## src/rtl/hazard_ctrl_if.sv

```systemverilog
`default_nettype none
// ============================================================================
// Module   : hazard_ctrl_if
// Brief    : Hazard-unit bundle between the pipeline stages and hazard_ctrl.
// Revision : 1.0
// ============================================================================
interface hazard_ctrl_if #(
    parameter int NUM_SRC = 2,
    parameter int CNT_W   = 16
) ();
    logic [5*NUM_SRC-1:0] RsD;
    logic [5*NUM_SRC-1:0] RsE;
    logic [4:0]           RdE;
    logic [4:0]           RdM;
    logic [4:0]           RdW;
    logic                 RegWriteE;
    logic                 RegWriteM;
    logic                 RegWriteW;
    logic                 LoadE;
    logic                 McStartE;
    logic                 PCSrcE;
    logic [2*NUM_SRC-1:0] ForwardE;
    logic                 StallF;
    logic                 StallD;
    logic                 StallE;
    logic                 FlushD;
    logic                 FlushE;
    logic                 FlushM;
    logic                 McDoneE;
    logic [CNT_W-1:0]     LuStallCnt;
    logic [CNT_W-1:0]     FlushCnt;
    logic [CNT_W-1:0]     McStallCnt;

    modport master (
        output RsD, RsE, RdE, RdM, RdW, RegWriteE, RegWriteM, RegWriteW,
               LoadE, McStartE, PCSrcE,
        input  ForwardE, StallF, StallD, StallE, FlushD, FlushE, FlushM,
               McDoneE, LuStallCnt, FlushCnt, McStallCnt
    );

    modport slave (
        input  RsD, RsE, RdE, RdM, RdW, RegWriteE, RegWriteM, RegWriteW,
               LoadE, McStartE, PCSrcE,
        output ForwardE, StallF, StallD, StallE, FlushD, FlushE, FlushM,
               McDoneE, LuStallCnt, FlushCnt, McStallCnt
    );
endinterface
`default_nettype wire

```

## src/rtl/hazard_ctrl.sv

```systemverilog
`default_nettype none
// ============================================================================
// Module   : hazard_ctrl
// Brief    : Forwarding, load-use stall, branch flush and multicycle hold.
//            Define HAZARD_PERF_CNT_EN to build the saturating perf counters.
// Revision : 1.0
// ============================================================================
module hazard_ctrl #(
    parameter int NUM_SRC = 2,
    parameter int MC_LAT  = 4,
    parameter int CNT_W   = 16
) (
    input  wire logic    CLK,
    input  wire logic    RESET,
    hazard_ctrl_if.slave hz
);
    localparam int C_CW = $clog2(MC_LAT);
    localparam logic [C_CW-1:0] C_LOAD = C_CW'(MC_LAT - 2);

    typedef enum logic [0:0] {
        S_IDLE = 1'b0,
        S_BUSY = 1'b1
    } state_t;

    state_t              r_state;
    logic [C_CW-1:0]     r_cnt;
    logic                r_done;

    logic [2*NUM_SRC-1:0] w_fwd;
    logic [NUM_SRC-1:0]   w_match;
    logic                 w_lw_stall;
    logic                 w_mc_stall;

    for (genvar i = 0; i < NUM_SRC; i++) begin : g_src
        logic [4:0] w_rs_e;
        logic [4:0] w_rs_d;
        assign w_rs_e = hz.RsE[5*i +: 5];
        assign w_rs_d = hz.RsD[5*i +: 5];
        // Memory stage holds the younger result, so it is checked first.
        assign w_fwd[2*i +: 2] =
            (w_rs_e != 5'd0 && w_rs_e == hz.RdM && hz.RegWriteM) ? 2'b10 :
            (w_rs_e != 5'd0 && w_rs_e == hz.RdW && hz.RegWriteW) ? 2'b01 :
                                                                   2'b00;
        assign w_match[i] = (w_rs_d == hz.RdE);
    end

    assign w_lw_stall = hz.LoadE && hz.RegWriteE && (hz.RdE != 5'd0) && (|w_match);
    assign w_mc_stall = ((r_state == S_IDLE) && hz.McStartE) ||
                        ((r_state == S_BUSY) && (r_cnt != '0));

    assign hz.ForwardE = w_fwd;
    assign hz.StallF   = w_mc_stall || (!hz.PCSrcE && w_lw_stall);
    assign hz.StallD   = w_mc_stall || (!hz.PCSrcE && w_lw_stall);
    assign hz.StallE   = w_mc_stall;
    assign hz.FlushD   = !w_mc_stall && hz.PCSrcE;
    assign hz.FlushE   = !w_mc_stall && (hz.PCSrcE || w_lw_stall);
    assign hz.FlushM   = w_mc_stall;
    assign hz.McDoneE  = r_done;

    // McDoneE is registered: it is raised on the edge that lands the FSM in BUSY with cnt==0.
    always_ff @(posedge CLK or negedge RESET) begin
        if (!RESET) begin
            r_state <= S_IDLE;
            r_cnt   <= '0;
            r_done  <= 1'b0;
        end else begin
            case (r_state)
                S_IDLE: begin
                    if (hz.McStartE) begin
                        r_state <= S_BUSY;
                        r_cnt   <= C_LOAD;
                        r_done  <= (MC_LAT == 2);
                    end else begin
                        r_done  <= 1'b0;
                    end
                end
                S_BUSY: begin
                    if (r_cnt != '0) begin
                        r_cnt  <= r_cnt - C_CW'(1);
                        r_done <= (r_cnt == C_CW'(1));
                    end else begin
                        r_state <= S_IDLE;
                        r_done  <= 1'b0;
                    end
                end
                default: begin
                    r_state <= S_IDLE;
                    r_cnt   <= '0;
                    r_done  <= 1'b0;
                end
            endcase
        end
    end

`ifdef HAZARD_PERF_CNT_EN
    logic [CNT_W-1:0] r_perf [3];
    logic [2:0]       w_inc;

    assign w_inc[0] = w_lw_stall && !hz.PCSrcE && !w_mc_stall;
    assign w_inc[1] = hz.PCSrcE && !w_mc_stall;
    assign w_inc[2] = w_mc_stall;

    always_ff @(posedge CLK or negedge RESET) begin
        if (!RESET) begin
            for (int k = 0; k < 3; k++) begin
                r_perf[k] <= '0;
            end
        end else begin
            for (int k = 0; k < 3; k++) begin
                if (w_inc[k] && (r_perf[k] != {CNT_W{1'b1}})) begin
                    r_perf[k] <= r_perf[k] + CNT_W'(1);
                end
            end
        end
    end

    assign hz.LuStallCnt = r_perf[0];
    assign hz.FlushCnt   = r_perf[1];
    assign hz.McStallCnt = r_perf[2];
`else
    assign hz.LuStallCnt = {CNT_W{1'b0}};
    assign hz.FlushCnt   = {CNT_W{1'b0}};
    assign hz.McStallCnt = {CNT_W{1'b0}};
`endif

endmodule
`default_nettype wire

```

## src/flat_wrapper.sv

```systemverilog
// flat-port wrapper written by rule: the top's interface ports become plain ports
module hazard_ctrl_flat 
#(
    parameter int NUM_SRC = 2,
    parameter int MC_LAT  = 4,
    parameter int CNT_W   = 16
)
  (CLK, RESET, hz_RsD, hz_RsE, hz_RdE, hz_RdM, hz_RdW, hz_RegWriteE, hz_RegWriteM, hz_RegWriteW, hz_LoadE, hz_McStartE, hz_PCSrcE, hz_ForwardE, hz_StallF, hz_StallD, hz_StallE, hz_FlushD, hz_FlushE, hz_FlushM, hz_McDoneE, hz_LuStallCnt, hz_FlushCnt, hz_McStallCnt);
  hazard_ctrl_if #(.NUM_SRC(NUM_SRC), .CNT_W(CNT_W)) hz_i ();
  input  wire logic CLK;
  input  wire logic RESET;
  input wire logic [$bits(hz_i.RsD)-1:0] hz_RsD;
  input wire logic [$bits(hz_i.RsE)-1:0] hz_RsE;
  input wire logic [$bits(hz_i.RdE)-1:0] hz_RdE;
  input wire logic [$bits(hz_i.RdM)-1:0] hz_RdM;
  input wire logic [$bits(hz_i.RdW)-1:0] hz_RdW;
  input wire logic [$bits(hz_i.RegWriteE)-1:0] hz_RegWriteE;
  input wire logic [$bits(hz_i.RegWriteM)-1:0] hz_RegWriteM;
  input wire logic [$bits(hz_i.RegWriteW)-1:0] hz_RegWriteW;
  input wire logic [$bits(hz_i.LoadE)-1:0] hz_LoadE;
  input wire logic [$bits(hz_i.McStartE)-1:0] hz_McStartE;
  input wire logic [$bits(hz_i.PCSrcE)-1:0] hz_PCSrcE;
  output wire logic [$bits(hz_i.ForwardE)-1:0] hz_ForwardE;
  output wire logic [$bits(hz_i.StallF)-1:0] hz_StallF;
  output wire logic [$bits(hz_i.StallD)-1:0] hz_StallD;
  output wire logic [$bits(hz_i.StallE)-1:0] hz_StallE;
  output wire logic [$bits(hz_i.FlushD)-1:0] hz_FlushD;
  output wire logic [$bits(hz_i.FlushE)-1:0] hz_FlushE;
  output wire logic [$bits(hz_i.FlushM)-1:0] hz_FlushM;
  output wire logic [$bits(hz_i.McDoneE)-1:0] hz_McDoneE;
  output wire logic [$bits(hz_i.LuStallCnt)-1:0] hz_LuStallCnt;
  output wire logic [$bits(hz_i.FlushCnt)-1:0] hz_FlushCnt;
  output wire logic [$bits(hz_i.McStallCnt)-1:0] hz_McStallCnt;
  assign hz_i.RsD = hz_RsD;
  assign hz_i.RsE = hz_RsE;
  assign hz_i.RdE = hz_RdE;
  assign hz_i.RdM = hz_RdM;
  assign hz_i.RdW = hz_RdW;
  assign hz_i.RegWriteE = hz_RegWriteE;
  assign hz_i.RegWriteM = hz_RegWriteM;
  assign hz_i.RegWriteW = hz_RegWriteW;
  assign hz_i.LoadE = hz_LoadE;
  assign hz_i.McStartE = hz_McStartE;
  assign hz_i.PCSrcE = hz_PCSrcE;
  assign hz_ForwardE = hz_i.ForwardE;
  assign hz_StallF = hz_i.StallF;
  assign hz_StallD = hz_i.StallD;
  assign hz_StallE = hz_i.StallE;
  assign hz_FlushD = hz_i.FlushD;
  assign hz_FlushE = hz_i.FlushE;
  assign hz_FlushM = hz_i.FlushM;
  assign hz_McDoneE = hz_i.McDoneE;
  assign hz_LuStallCnt = hz_i.LuStallCnt;
  assign hz_FlushCnt = hz_i.FlushCnt;
  assign hz_McStallCnt = hz_i.McStallCnt;
  hazard_ctrl #(.NUM_SRC(NUM_SRC), .MC_LAT(MC_LAT), .CNT_W(CNT_W)) u_core (.CLK(CLK), .RESET(RESET), .hz(hz_i));
endmodule
```

## config.mk

```make
export PLATFORM = sky130hd
export DESIGN_NAME = hazard_ctrl_flat
export DESIGN_NICKNAME = d
export VERILOG_FILES = /design/src/rtl/hazard_ctrl_if.sv /design/src/rtl/hazard_ctrl.sv /design/src/flat_wrapper.sv
export SDC_FILE = /design/constraint.sdc
export NUM_CORES = 1
export LEC_CHECK = 0
export CORE_AREA = 2 2 62 64
export CTS_CLUSTER_SIZE = 12
export DETAILED_ROUTE_END_ITERATION = 7
export DIE_AREA = 0 0 64 66
export GPL_TIMING_DRIVEN = 1
export MAX_ROUTING_LAYER = met4
export PLACE_DENSITY = 0.91
export SLEW_MARGIN = 20
export SYNTH_ARGS = -nofsm -noshare
export SYNTH_HDL_FRONTEND = slang
export SYNTH_SLANG_ARGS = --single-unit
```

## constraint.sdc

```tcl
create_clock -name CLK -period 2.5 [get_ports CLK]
set_input_delay 0.625 -clock CLK [delete_from_list [all_inputs] [get_ports CLK]]
set_output_delay 0.625 -clock CLK [all_outputs]
set_load 0.005 [all_outputs]
```

Word-level counts from Yosys, hierarchy flattened
Index checks and enable logic that the tools add are counted.
{"block": "word_totals", "output_inout_bits": 59, "elab_cells": 53, "reg_bits": 4}
{"block": "op_classes", "addsub": 1, "n_eq_ne": 9, "n_bitwise": 1, "muxes": 12, "reduce_logical": 27}
{"operator": "equality test 5 bit", "n": 6}
{"operator": "logical AND 1 bit", "n": 16}
{"operator": "nonzero test 5 bit", "n": 3}
{"operator": "two-way mux 2 bit", "n": 4}
{"operator": "two-way mux 1 bit", "n": 5}
{"operator": "!= test 2 bit (second input constant)", "n": 2}
{"operator": "case mux 1 bit (2 select lines)", "n": 2}
{"operator": "case mux 2 bit (2 select lines)", "n": 1}
{"operator": "logical OR 1 bit", "n": 3}
{"operator": "equality test 2 x 1 -> 1 bit (second input constant)", "n": 1}
{"operator": "logical NOT 1 bit", "n": 2}
{"operator": "AND reduction 2 bit", "n": 1}
{"operator": "nonzero test 2 bit", "n": 1}
{"operator": "OR reduction 2 bit", "n": 1}
{"operator": "subtractor 2 x 1 -> 2 bit (second input constant)", "n": 1}
{"operator": "inverter 1 bit", "n": 1}

Logic depth before layout (Yosys ltp)
{"block": "depth", "depth_word": 5, "mapped_depth": 6}

Worst setup path before layout
OpenSTA, ideal clock, no wires.
{"block": "synth_path", "kind": "input-to-output", "startpoint": "input port hz_RsE[1]", "endpoint": "output port hz_ForwardE[0]", "slack_ps": 279, "arrival_time_ps": 1596, "n_path_buf": 0, "cell_stages": 4, "cell_sequence": "or4_4 nor2_4 nor4_2 nor4_2"}
{"block": "synth_between", "elab_chain_cells": 5, "word_cells_on_any_way": 9, "cone_classes": "eq/ne: 2; mux: 2; reduce/logical: 5"}
{"item": "start: declaration", "line": "flat_wrapper.sv:13", "rtl": "input wire logic [$bits(hz_i.RsE)-1:0] hz_RsE;"}
{"item": "equality test 5 bit or nonzero test 5 bit (tied branches)", "line": "hazard_ctrl.sv:42, hazard_ctrl.sv:41"}
{"item": "logical AND 1 bit (2 in series)", "line": "hazard_ctrl.sv:42", "rtl": "(w_rs_e != 5'd0 && w_rs_e == hz.RdW && hz.RegWriteW) ? 2'b01 :"}
{"item": "two-way mux 1 bit", "line": "hazard_ctrl.sv:42"}
{"item": "two-way mux 2 bit (*)", "line": "hazard_ctrl.sv:41", "rtl": "(w_rs_e != 5'd0 && w_rs_e == hz.RdM && hz.RegWriteM) ? 2'b10 :"}
{"item": "end: declaration", "line": "flat_wrapper.sv:23", "rtl": "output wire logic [$bits(hz_i.ForwardE)-1:0] hz_ForwardE;"}
Every way passes the cells marked *; elsewhere a longest branch is shown, timed or not.

Worst setup path after layout
{"block": "layout_path", "startpoint": "input port hz_RsE[7]", "endpoint": "output port hz_ForwardE[2]"}
Same word-level chain as after synthesis.

==> impl_results.md <==
* Die Area at 4220 um^2
* Clk pwr share at 0.114
* Global Route Usage Sum at 0.120
* Status: complete, but fails checks
* Fraction of power consumed by sequential logic at 0.171
* DR iter-0 viols at 19
* Most frequent cells in the layout: conb_1 (48), buf_4 (22), dlygate4sd2_1 (17)
* Post-route ant nets at 0
* Switching Fraction at 0.375
* Placed cell area at 1550 um^2
* GRT overflow at 0
* Reg clk slew, reported paths at 0.04 ns
* Hold-fix buffer count after cts at 0
* #FFs+latches synth at 4
* Hold Crit Class: reg -> reg
* Slowest cell on crit path: or4_4
* Final setup skew at 0.00848 ns
* Layout cell share with drive strength beyond 1 at 0.317
* Min Tclk post-route at 2.52 ns
* First-pass GRT wire length at 3820 um
* Setup crit start kind: input port
* CP arrival at 1.90 ns
* Critical path type: in -> out
* Die Y at 66 um
* DP Wirelength at 2220 um
* GPL Wtd Cong at 0.776
* Root buffer cell: clkbuf_4
* Router iterations before antenna repair at 3
* Yosys top cell area share at 0.368
* DRC at 0
* IO buf count at 53
* Cell variety after synth at 24
* Average wire per standard cell at 10.6 um
* CTS max path bufs at 2
* Combinational share of power at 0.715
* H-tree depth at 1
* Layout fillers at 365
* Leak at 0.782 nW
* Unrepaired setup endpoints after global routing: yes
* Sink Count at 4
* Register area share after synthesis at 0.0982
* Clk Latency, worst-skew pair at 0.24 ns
* CP most frequent cell: nor4_4
* Setup slack, reg-to-reg at 1.14 ns
* Switching power at 0.264 mW
* Fmax at 396 MHz
* CP max stage delay at 0.54 ns
* Non-filler cells, final at 247
* Area contributors post-synth: buf_4 (37%), xnor2_1 (14%), xor2_1 (12%), dfrtp_1 (9.8%), nor4_2 (4.9%)
* Vias per cell at 3.87
* Seq. cell area at 100 um^2
* Initial antenna violation count at 0
* Period utilization at 1.01
* Routed vias at 955
* Vias in the first global route at 907
* Die X at 64 um
* Cell area after synthesis at 1020 um^2
* Final hold violation count at 0
* Commonest non-fill, non-tap cell in the layout: conb_1
* Multi-input gate area at 797 um^2
* FP Rows at 22
* Detailed Route WL at 2610 um
* Max_cap viols at 0
* Worst setup EP type: output port
* Final instance area at 1610 um^2
* Initial Utilization at 0.287
* Max-slew violations at 0
* Core Util, Final at 0.455
* Failing checks: negative setup slack
* Final worst slack at -0.0242 ns
* Required @ worst endpoint at 1.88 ns
* Setup Viol. Count Final at 1
* Nets@finish at 246
* Worst vdd ir at 0.000136 V
* Placed instance count at 240
* Syn Inst Count at 124
* Hold slack at 0.577 ns
* # IOs at 102
* Synth warn at 0
* Synth-to-Final Area Change at 58.3%
* Diodes inserted at 0
* CTS tree: built
* Critical-path cell list: buf_6, or4_4, nor2_4, nor4_4, nor4_4, buf_2
* Pint at 0.439 mW
* Avg Inst Size Synth at 8.22 um^2
* Largest area contributor in the netlist: buf_4
* Pwr dens at 436 nW/um^2
* Largest net degree at the start of global routing at 7
* CP Max Fanout at 2
* Place WS at -0.770 ns
* Num CTS Buffers at 3
* Core region area at 3550 um^2
==> per-layer routing <==
layer	GRT usage	wire length [um]	share of wire	vias up
li1	-	-	-	462
met4	0.0408	46	0.018	0
met2	0.250	1520	0.58	66
met3	0.0221	246	0.094	6
met5	-	0	0	-
met1	0.106	799	0.31	421
==> kinds of logic (layout without fill, tap and decap cells) <==
kind of cell	after synthesis	after routing	synth area share
xor+xnor	30	30	0.258
simple gates	25	25	0.178
buf+inv	53	81	0.379
flops	4	4	0.0982
compound gates	9	9	0.0589
other cells	1	48	0.00368
fa+ha+maj	2	2	0.0245
==> state kept, by name (all words and copies together), names as in the netlist <==
register / cells
u_core.hz.McDoneE: 1
u_core.r_cnt: 2
u_core.r_state: 1
==> synth_stat cells (all sizes together) <==
master   number
ha            2
o21bai        1
a21oi         2
nor4          4
o31ai         1
buf          50
o211ai        1
xor2         14
o2111ai       1
xnor2        16
conb          1
nor2          5
or4           3
nand2         4
o22ai         1
and2          2
inv           3
nor3          3
dfrtp         4
o21ai         1
nand4         4
a22oi         1
==> final timing paths <==
path	end	depth (start not counted)	startpoint
max in group asynchronous	u_core.r_cnt[0]$_DFFE_PN0P_	1	RESET
max	hz_ForwardE[2]	6	hz_RsE[7]
min in group asynchronous	u_core.r_state$_DFF_PN0_	1	RESET
min	u_core.r_cnt[1]$_DFFE_PN0P_	1	u_core.r_state$_DFF_PN0_
max reg2reg	u_core.r_cnt[0]$_DFFE_PN0P_	9	u_core.r_cnt[0]$_DFFE_PN0P_
min reg2reg	u_core.r_cnt[1]$_DFFE_PN0P_	1	u_core.r_state$_DFF_PN0_
==> area by class of cell <==
type                    count  share of cell area
inverters                   3             0.00698
repair buffers             75               0.386
well taps                  48              0.0372
multi-input cells         114               0.494
flip-flops and latches      4              0.0620
clock buffers               3              0.0140
==> metrics by stage <==
stage	TNS [ns]	total power, mW
floorplan	0	0.374
CTS	-0.0971	0.675
finish	-0.0242	0.704
detailed placement	-4.68	0.569
global placement	-4.52	0.554
global route	-0.0812	0.769
==> power by group through the flow <==
stage	clock, mW	combinational (mW)	sequential, mW
3_3_place_gp	0	0.437	0.117
3_5_place_dp	0	0.450	0.119
4_1_cts	0.0830	0.473	0.119
6_report	0.0804	0.503	0.120
2_1_floorplan	0	0.260	0.114
5_1_grt	0.0861	0.560	0.122
==> what timing repair did <==
item | 4_1_cts | 5_1_grt
pin swaps | 20 | 16
buffers inserted | 4 | 3
resized for setup | 105 | 19
setup endpoints to repair | 10 | 9
==> worst max-delay path: cells and delay by family <==
kind / cells / cell delay [ns]
buffers and inverters: 2 / 0.24
and+or+nand+nor: 4 / 1.02
Note: power is estimated with default switching activity, not from simulation.
